File: config.mk
export PLATFORM = sky130hd
export DESIGN_NAME = adsr_envelope
export DESIGN_NICKNAME = d
export VERILOG_FILES = /design/src/rtl/adsr_pkg.sv /design/src/rtl/env_scaler.sv /design/src/rtl/adsr_envelope.sv
export SDC_FILE = /design/constraint.sdc
export NUM_CORES = 1
export LEC_CHECK = 0
export CAP_MARGIN = 15
export CORE_ASPECT_RATIO = 1.1
export CORE_MARGIN = 1.5
export CORE_UTILIZATION = 55
export CTS_CLUSTER_SIZE = 14
export DETAILED_ROUTE_END_ITERATION = 8
export GPL_ROUTABILITY_DRIVEN = 0
export PLACE_DENSITY = 0.75
export SLEW_MARGIN = 20
export SYNTH_ARGS = -nofsm -noshare
export SYNTH_HDL_FRONTEND = slang
export SYNTH_SLANG_ARGS = --single-unit
File: constraint.sdc
create_clock -name lrclk -period 7.4 [get_ports lrclk]
set_clock_uncertainty 0.1 [all_clocks]
set_input_delay 1.11 -clock lrclk [delete_from_list [all_inputs] [get_ports lrclk]]
set_output_delay 1.11 -clock lrclk [all_outputs]
set_load 0.05 [all_outputs]
File: src/rtl/adsr_pkg.sv
`default_nettype none
// ============================================================================
//  Module   : adsr_pkg
//  Purpose  : Shared state encoding and envelope full-scale helper for the
//             ADSR amplitude envelope stage.
//  Revision : 1.0  initial release
// ============================================================================
package adsr_pkg;

  typedef enum logic [2:0] {
    ST_IDLE    = 3'd0,
    ST_ATTACK  = 3'd1,
    ST_DECAY   = 3'd2,
    ST_SUSTAIN = 3'd3,
    ST_RELEASE = 3'd4
  } adsr_state_t;

  // Full-scale envelope level for a given envelope width (2^envsize - 1).
  function automatic logic [31:0] env_max(input int unsigned envsize);
    return (32'd1 << envsize) - 32'd1;
  endfunction

endpackage
`default_nettype wire

File: src/rtl/env_scaler.sv
`default_nettype none
// ============================================================================
//  Module   : env_scaler
//  Purpose  : Two-stage signed sample x unsigned envelope multiply, floored
//             right shift by ENVSIZE back to sample width.
//  Revision : 1.0  initial release
// ============================================================================
module env_scaler #(
  parameter int BITSIZE = 24,
  parameter int ENVSIZE = 16
) (
  input  logic               lrclk,
  input  logic               resetn,
  input  logic [BITSIZE-1:0] i_sample,
  input  logic [ENVSIZE-1:0] i_env,
  output logic [BITSIZE-1:0] o_sample
);

  localparam int c_PW = BITSIZE + ENVSIZE + 1;

  logic        [BITSIZE-1:0] r_sample;
  logic        [ENVSIZE-1:0] r_env;
  logic        [BITSIZE-1:0] r_out;
  logic signed [c_PW-1:0]    w_sample_ext;
  logic signed [c_PW-1:0]    w_env_ext;
  logic signed [c_PW-1:0]    w_prod;
  logic                      w_unused_prod;

  // Both operands are widened to the full product width so the low bits of
  // the multiply are exact; the envelope is zero-extended to stay positive.
  assign w_sample_ext = {{(ENVSIZE+1){r_sample[BITSIZE-1]}}, r_sample};
  assign w_env_ext    = {{BITSIZE{1'b0}}, 1'b0, r_env};
  assign w_prod       = w_sample_ext * w_env_ext;

  // Magnitude of the product never exceeds the input, so the sign bit above
  // the kept slice is redundant; the dropped low bits give floor rounding.
  assign w_unused_prod = ^{w_prod[c_PW-1], w_prod[ENVSIZE-1:0]};

  always_ff @(posedge lrclk or negedge resetn) begin
    if (!resetn) begin
      r_sample <= '0;
      r_env    <= '0;
      r_out    <= '0;
    end else begin
      r_sample <= i_sample;
      r_env    <= i_env;
      r_out    <= w_prod[ENVSIZE +: BITSIZE];
    end
  end

  assign o_sample = r_out;

endmodule
`default_nettype wire

File: src/rtl/adsr_envelope.sv
`default_nettype none
// ============================================================================
//  Module   : adsr_envelope
//  Purpose  : Gate-driven attack/decay/sustain/release envelope generator that
//             scales the incoming sine sample by the current envelope level.
//  Revision : 1.0  initial release
// ============================================================================
module adsr_envelope
  import adsr_pkg::*;
#(
  parameter int BITSIZE = 24,
  parameter int ENVSIZE = 16
) (
  input  logic               lrclk,
  input  logic               resetn,
  input  logic               gate,
  input  logic [ENVSIZE-1:0] attack_rate,
  input  logic [ENVSIZE-1:0] decay_rate,
  input  logic [ENVSIZE-1:0] sustain_level,
  input  logic [ENVSIZE-1:0] release_rate,
  input  logic [BITSIZE-1:0] in,
  output logic [BITSIZE-1:0] out,
  output logic [ENVSIZE-1:0] env,
  output logic               active
);

  localparam logic [ENVSIZE:0] c_ENV_MAX = (ENVSIZE+1)'(env_max(ENVSIZE));

  adsr_state_t        r_state;
  adsr_state_t        w_state_nxt;
  logic [ENVSIZE-1:0] r_env;
  logic [ENVSIZE-1:0] w_env_nxt;
  logic               r_gate_d;
  logic               w_rise;
  logic               w_held;
  logic [ENVSIZE:0]   w_att_sum;
  logic [ENVSIZE:0]   w_dec_lim;

  assign w_rise    = gate & ~r_gate_d;
  assign w_held    = (r_state == ST_ATTACK) || (r_state == ST_DECAY) ||
                     (r_state == ST_SUSTAIN);
  assign w_att_sum = {1'b0, r_env} + {1'b0, attack_rate};
  assign w_dec_lim = {1'b0, sustain_level} + {1'b0, decay_rate};

  always_ff @(posedge lrclk or negedge resetn) begin
    if (!resetn) begin
      r_state  <= ST_IDLE;
      r_env    <= '0;
      r_gate_d <= 1'b0;
    end else begin
      r_state  <= w_state_nxt;
      r_env    <= w_env_nxt;
      r_gate_d <= gate;
    end
  end

  // A zero rate freezes both the level and the state in that segment.
  always_comb begin
    w_state_nxt = r_state;
    w_env_nxt   = r_env;
    if (w_rise) begin
      w_state_nxt = ST_ATTACK;
    end else if (!gate && w_held) begin
      w_state_nxt = ST_RELEASE;
    end else begin
      unique case (r_state)
        ST_IDLE: begin
          w_env_nxt = '0;
        end
        ST_ATTACK: begin
          if (attack_rate != '0) begin
            if (w_att_sum >= c_ENV_MAX) begin
              w_env_nxt   = c_ENV_MAX[ENVSIZE-1:0];
              w_state_nxt = ST_DECAY;
            end else begin
              w_env_nxt = w_att_sum[ENVSIZE-1:0];
            end
          end
        end
        ST_DECAY: begin
          if (decay_rate != '0) begin
            if ({1'b0, r_env} <= w_dec_lim) begin
              w_env_nxt   = sustain_level;
              w_state_nxt = ST_SUSTAIN;
            end else begin
              w_env_nxt = r_env - decay_rate;
            end
          end
        end
        ST_SUSTAIN: begin
          w_env_nxt = sustain_level;
        end
        ST_RELEASE: begin
          if (release_rate != '0) begin
            if (r_env <= release_rate) begin
              w_env_nxt   = '0;
              w_state_nxt = ST_IDLE;
            end else begin
              w_env_nxt = r_env - release_rate;
            end
          end
        end
        default: begin
          w_env_nxt   = '0;
          w_state_nxt = ST_IDLE;
        end
      endcase
    end
  end

  assign active = (r_state != ST_IDLE);
  assign env    = r_env;

  env_scaler #(
    .BITSIZE (BITSIZE),
    .ENVSIZE (ENVSIZE)
  ) u_env_scaler (
    .lrclk    (lrclk),
    .resetn   (resetn),
    .i_sample (in),
    .i_env    (r_env),
    .o_sample (out)
  );

endmodule
`default_nettype wire

# Word level (Yosys, flattened, before mapping)
# Index checks and enable logic that the tools add are counted.
# classes
n_reduce_logical,12
mul,1
addsub,4
n_bitwise,4
muxes,16
magnitude_cmp,3
eq_ne,14
# ops
cell,count
$mux 16,6
$pmux 16 s4,1
$reduce_bool 16->1,3
$mul 24x17->40,1
$add 16x16->17,2
$sub 16x16->16,2
$mux 3,8
$ge 17x16->1 const B,1
$le 16x17->1,1
$le 16x16->1,1
$ne 4x2->1 const B,4
$pmux 3 s4,1
$ne 4x4->1 const B,2
$reduce_and 7->1,1
$eq 3x2->1 const B,2
$reduce_and 5->1,1
$ne 2x1->1 const B,2
$eq 3x1->1 const B,1
$eq 3x3->1 const B,1
$logic_not 3->1,1
$ne 3x1->1 const B,1
$not 1->1,3
$reduce_bool 3->1,1
$logic_or 1x1->1,2
other kinds (5),5
# totals
wordCells,60
regBits,84

# Depth between registers and ports, before layout
# depth
depth_word,7
mapped_depth,25
depth_no_buf,24

# By module
# Synthesis repeated with hierarchy kept, for this count alone.
# hier_totals
hier_cells,2202
area_unflattened_um2,19785.2
# by_module_without_submodules
module,instances,seq_area_each_um2,cells_per_inst,area_per_inst_um2
env_scaler,1,1601.5,1569,14989.4
adsr_envelope,1,500.5,633,4795.8

# Least setup slack after synthesis
# OpenSTA, ideal clock, no wires.
# synth_timing
kind,reg-to-reg
from,register u_env_scaler.r_env[8]
to,register u_env_scaler.r_out[20] (netlist: u_env_scaler.o_sample[20])
arrival_time_ns,5.883
n_path_buf,1
stages_incl_launch_ff,24
path_slack_ns,1.338
period_less_slack_ns,6.062
required_time_ns,7.220
path_cell_list,dfrtp_1 clkbuf_1 nand2_1 fa_1 inv_1 fa_1 inv_1 fa_1 inv_1 fa_1 fa_1 inv_1 fa_1 inv_1 ha_1 a211oi_1 o21a_1 o211a_1 nor3b_1 o41a_1 a221oi_1 nor2b_1 nor2_1 xnor2_1
# synth_via
elab_chain_len,1
# synth_rtl
item,line_no,text
start: declaration,env_scaler.sv:22,logic [ENVSIZE-1:0] r_env;
start signal: assignment,env_scaler.sv:46,r_env <= i_env;
$mul 24x17->40,env_scaler.sv:33,assign w_prod = w_sample_ext * w_env_ext;
named net u_env_scaler.w_prod[36],env_scaler.sv:26,logic signed [c_PW-1:0] w_prod;
end signal: assignment,env_scaler.sv:47,r_out <= w_prod[ENVSIZE +: BITSIZE];
end: declaration,env_scaler.sv:23,logic [BITSIZE-1:0] r_out;
# The timed path passes the listed nets, and every way through them passes these cells.
# A chain may end at the register's enable or synchronous reset.

# Worst setup path after layout
# layout_timing
from,register u_env_scaler.r_env[3]
to,register u_env_scaler.r_out[20] (netlist: u_env_scaler.o_sample[20])
# Same word-level chain as after synthesis.

==> impl_metrics.csv <==
group,metric,value,unit
placed_design,dp_hpwl,41800,microns
clock_network,holdBufCountCts,0,
die,core_area,35100,sq um
synthesis,seq_area_frac_synth,0.107,
die,io_pins,132,
layout,finalNetCount,2900,
setup_path,start_kind,"flip-flop",
timing,finalSetupTns,0,ns
global_routing,grt_pass1_wl,85600,microns
setup_path,path_max_fanout,24,
timing,fmaxAchievable,141,MHz
synthesis,synthTopCellsByArea,"fa_1, ha_1, dfrtp_1",
synthesis,netlist.area_leader.share,0.382,
synthesis,yosysMostFrequentCell,"inv_1",
run_status,status,"completed",
global_routing,grtUsageMet2,0.510,
detailed_routing,via_per_inst,5.70,
global_routing,met1_usage,0.391,
timing,post-route-period-util,0.961,
clock_network,cts_setup_buffers,0,
detailed_routing,drt_iter0_markers,1204,
detailed_routing,routed_wl,51000,microns
synthesis,netlist_area,19600,sq um
timing,period_needed,7.11,ns
synthesis,synth_top_cell_by_area,"fa_1",
synthesis,synth_nets,2811,
clock_network,clock_path_buffers,2,
synthesis,ys_seq_elements,84,
synthesis,syn_area_per_cell,9.03,sq um
clock_network,cts.sink_count,84,
timing,hold_viol,0,
synthesis,ys.flop_type,"dfrtp_1",
setup_path,timing.critical_path.mode_cell,"fa_1",
layout,areaGrowthSynthToFinish,10.4,%
clock_network,worstSkewPairLatency,0.37,ns
detailed_routing,firstDrtPassIters,6,
timing,rsz0062_at_grt,"false",
setup_path,cp_cell_sequence,"nand2_1 > fa_1 > fa_1 > fa_1 > fa_1 > inv_1 > fa_1 > fa_1 > ha_1 > a21oi_1 > o21ai_0 > o221ai_1 > a31oi_1 > o41a_1 > a221oi_1 > nor2b_1 > nor2_1 > xnor2_1",
run,drv_cap,0,
setup_path,end_kind,"flip-flop",
synthesis,synth_cell_types,74,
global_routing,grt_max_degree,52,
detailed_routing,remaining_drc_errors,0,
setup_path,cpMaxStageDelayCell,"dfrtp_1",
die,die_height,201,microns
layout,fin_cells,2709,
detailed_routing,postRouteAntennaNets,0,
min_path,hp-class,"flip-flop to flip-flop",
global_routing,track_usage,0.299,
synthesis,synth_edf_count,0,
setup_path,path_class,"flip-flop to flip-flop",
setup_path,cpPeakStageDelay,0.93,ns
placed_design,dp.cells,2693,
clock_network,htreeDepth,3,
timing,finalSetupViolations,0,
timing,finalMaxSlewViolations,0,
die,rows,72,
synthesis,yosys_warnings,0,
clock_network,clkTransAtPathRegs,0.08,ns
placed_design,place_area,21300,sq um
synthesis,synthTopCellsByCount,"inv_1, fa_1, nand2_1",
synthesis,synth_cells,2171,
detailed_routing,wl_per_cell,18.8,microns
die,dieArea,36800,sq um
placed_design,portBuffers,131,
global_routing,grt_pass1_vias,16775,
setup_path,cp.required,7.60,ns
timing,timing.slew.headroom,0.377,
clock_network,cts_tree,"done",
setup_path,arrival,7.31,ns
global_routing,global_route.usage.met3,0.0317,
die,initial_core_util,0.558,
layout,stdcell_area,21700,sq um
layout,drive_gt1_frac,0.0234,
global_routing,gr-max-usage-layer,"met2",
detailed_routing,vias,15439,
die,die_w,183,microns
global_routing,grt_overflow,0,
clock_network,post_cts_resized,0,
synthesis,async_reset_ff_frac,1.00,
clock_network,cts_buffers,9,
timing,worst_slew_pin_slew,0.932,ns
layout,num_antenna_cells,0,
global_routing,antenna_found_initial,1,
clock_network,root_buffer,"clkbuf_16",
-- area by class of cell --
class	count	area (sq um)
well taps	444	556
clock inverters	7	103
inverters	472	1770
multi-input cells	1549	15500
flip-flops and latches	84	2100
fillers	2949	13500
clock buffers	9	225
repair buffers	144	1410
-- critical path, delay by kind of cell, from the launching register on --
family,cells,cell delay [ns]
AOI/OAI and AO/OA,6,1.97
xor gates and xnor gates,1,0.13
adders and majority gates,7,3.46
buffers and inverters,1,0.05
DFF,1,0.93
and+or+nand+nor,3,0.39
-- sequential cells by signal, summed over array words and instances, names as in the netlist --
register and cells:
u_env_scaler.o_sample 24, u_env_scaler.r_sample 24, env 16, u_env_scaler.r_env 16
r_state 3, r_gate_d 1
-- kinds of logic after synthesis --
kind of cell	after synthesis	share of synthesized area
AOI/OAI and AO/OA	293	0.106
xor gates and xnor gates	81	0.0362
adders and majority gates	549	0.493
buffers and inverters	538	0.103
DFF	84	0.107
muxes	7	0.00376
and+or+nand+nor	619	0.150
-- cells in the final DEF (no fill, tap or decap), types with 6 or more instances in the layout --
cell | synthesis | final
inv_1 | 472 | 472
clkdlybuf4s50_1 | 0 | 130
nand3_1 | 24 | 24
and3_1 | 12 | 12
nor2_1 | 66 | 66
ha_1 | 175 | 175
dfrtp_1 | 84 | 84
o21a_1 | 12 | 12
a31oi_1 | 12 | 12
o21bai_1 | 12 | 12
nor3_1 | 13 | 13
o211ai_1 | 10 | 10
nand2b_1 | 10 | 10
a211oi_1 | 13 | 13
a222oi_1 | 6 | 6
xor2_1 | 31 | 31
nand2_1 | 292 | 292
nor2b_1 | 12 | 12
or3_1 | 7 | 7
a21o_1 | 35 | 35
nor4_1 | 14 | 14
a21oi_1 | 70 | 70
and2_1 | 151 | 151
nand4_1 | 8 | 8
xnor2_1 | 50 | 50
buf_4 | 0 | 14
o21ai_0 | 44 | 44
clkbuf_16 | 0 | 9
fa_1 | 374 | 374
-- through the flow --
stage	setup WS (ns)	hold slack, ns	utilization
after CTS	0.335	0.478	0.616
after detailed placement	0.398	0.478	0.607
after global routing	0.0587	0.499	0.616
final	0.290	0.496	0.616
after global placement	0.575	0.492	0.607
after floorplan	1.34	0.502	-
-- final timing paths --
| path | from | to | slack (ns) | cells after the start |
|---|---|---|---|---|
| min reg2reg | env[0] | u_env_scaler.r_env[0] | 0.50 | 0 |
| max | u_env_scaler.r_env[3] | u_env_scaler.o_sample[20] | 0.29 | 18 |
| min in group asynchronous | resetn | u_env_scaler.o_sample[0] | 0.59 | 1 |
| min | env[0] | u_env_scaler.r_env[0] | 0.50 | 0 |
| max reg2reg | u_env_scaler.r_env[3] | u_env_scaler.o_sample[20] | 0.29 | 18 |
| max in group asynchronous | resetn | env[0] | 5.57 | 2 |
-- routing by layer --
metal / wire [microns] / vias up / part of all wire
met1: 20000 / 7670 / 0.39
met2: 24900 / 683 / 0.49
met4: 2160 / 0 / 0.042
met3: 3920 / 142 / 0.077
li1: - / 6944 / -
met5: 0 / - / 0
Power is not shown: default switching activity piles up to over one toggle a cycle in this logic, so the estimate is an artifact.
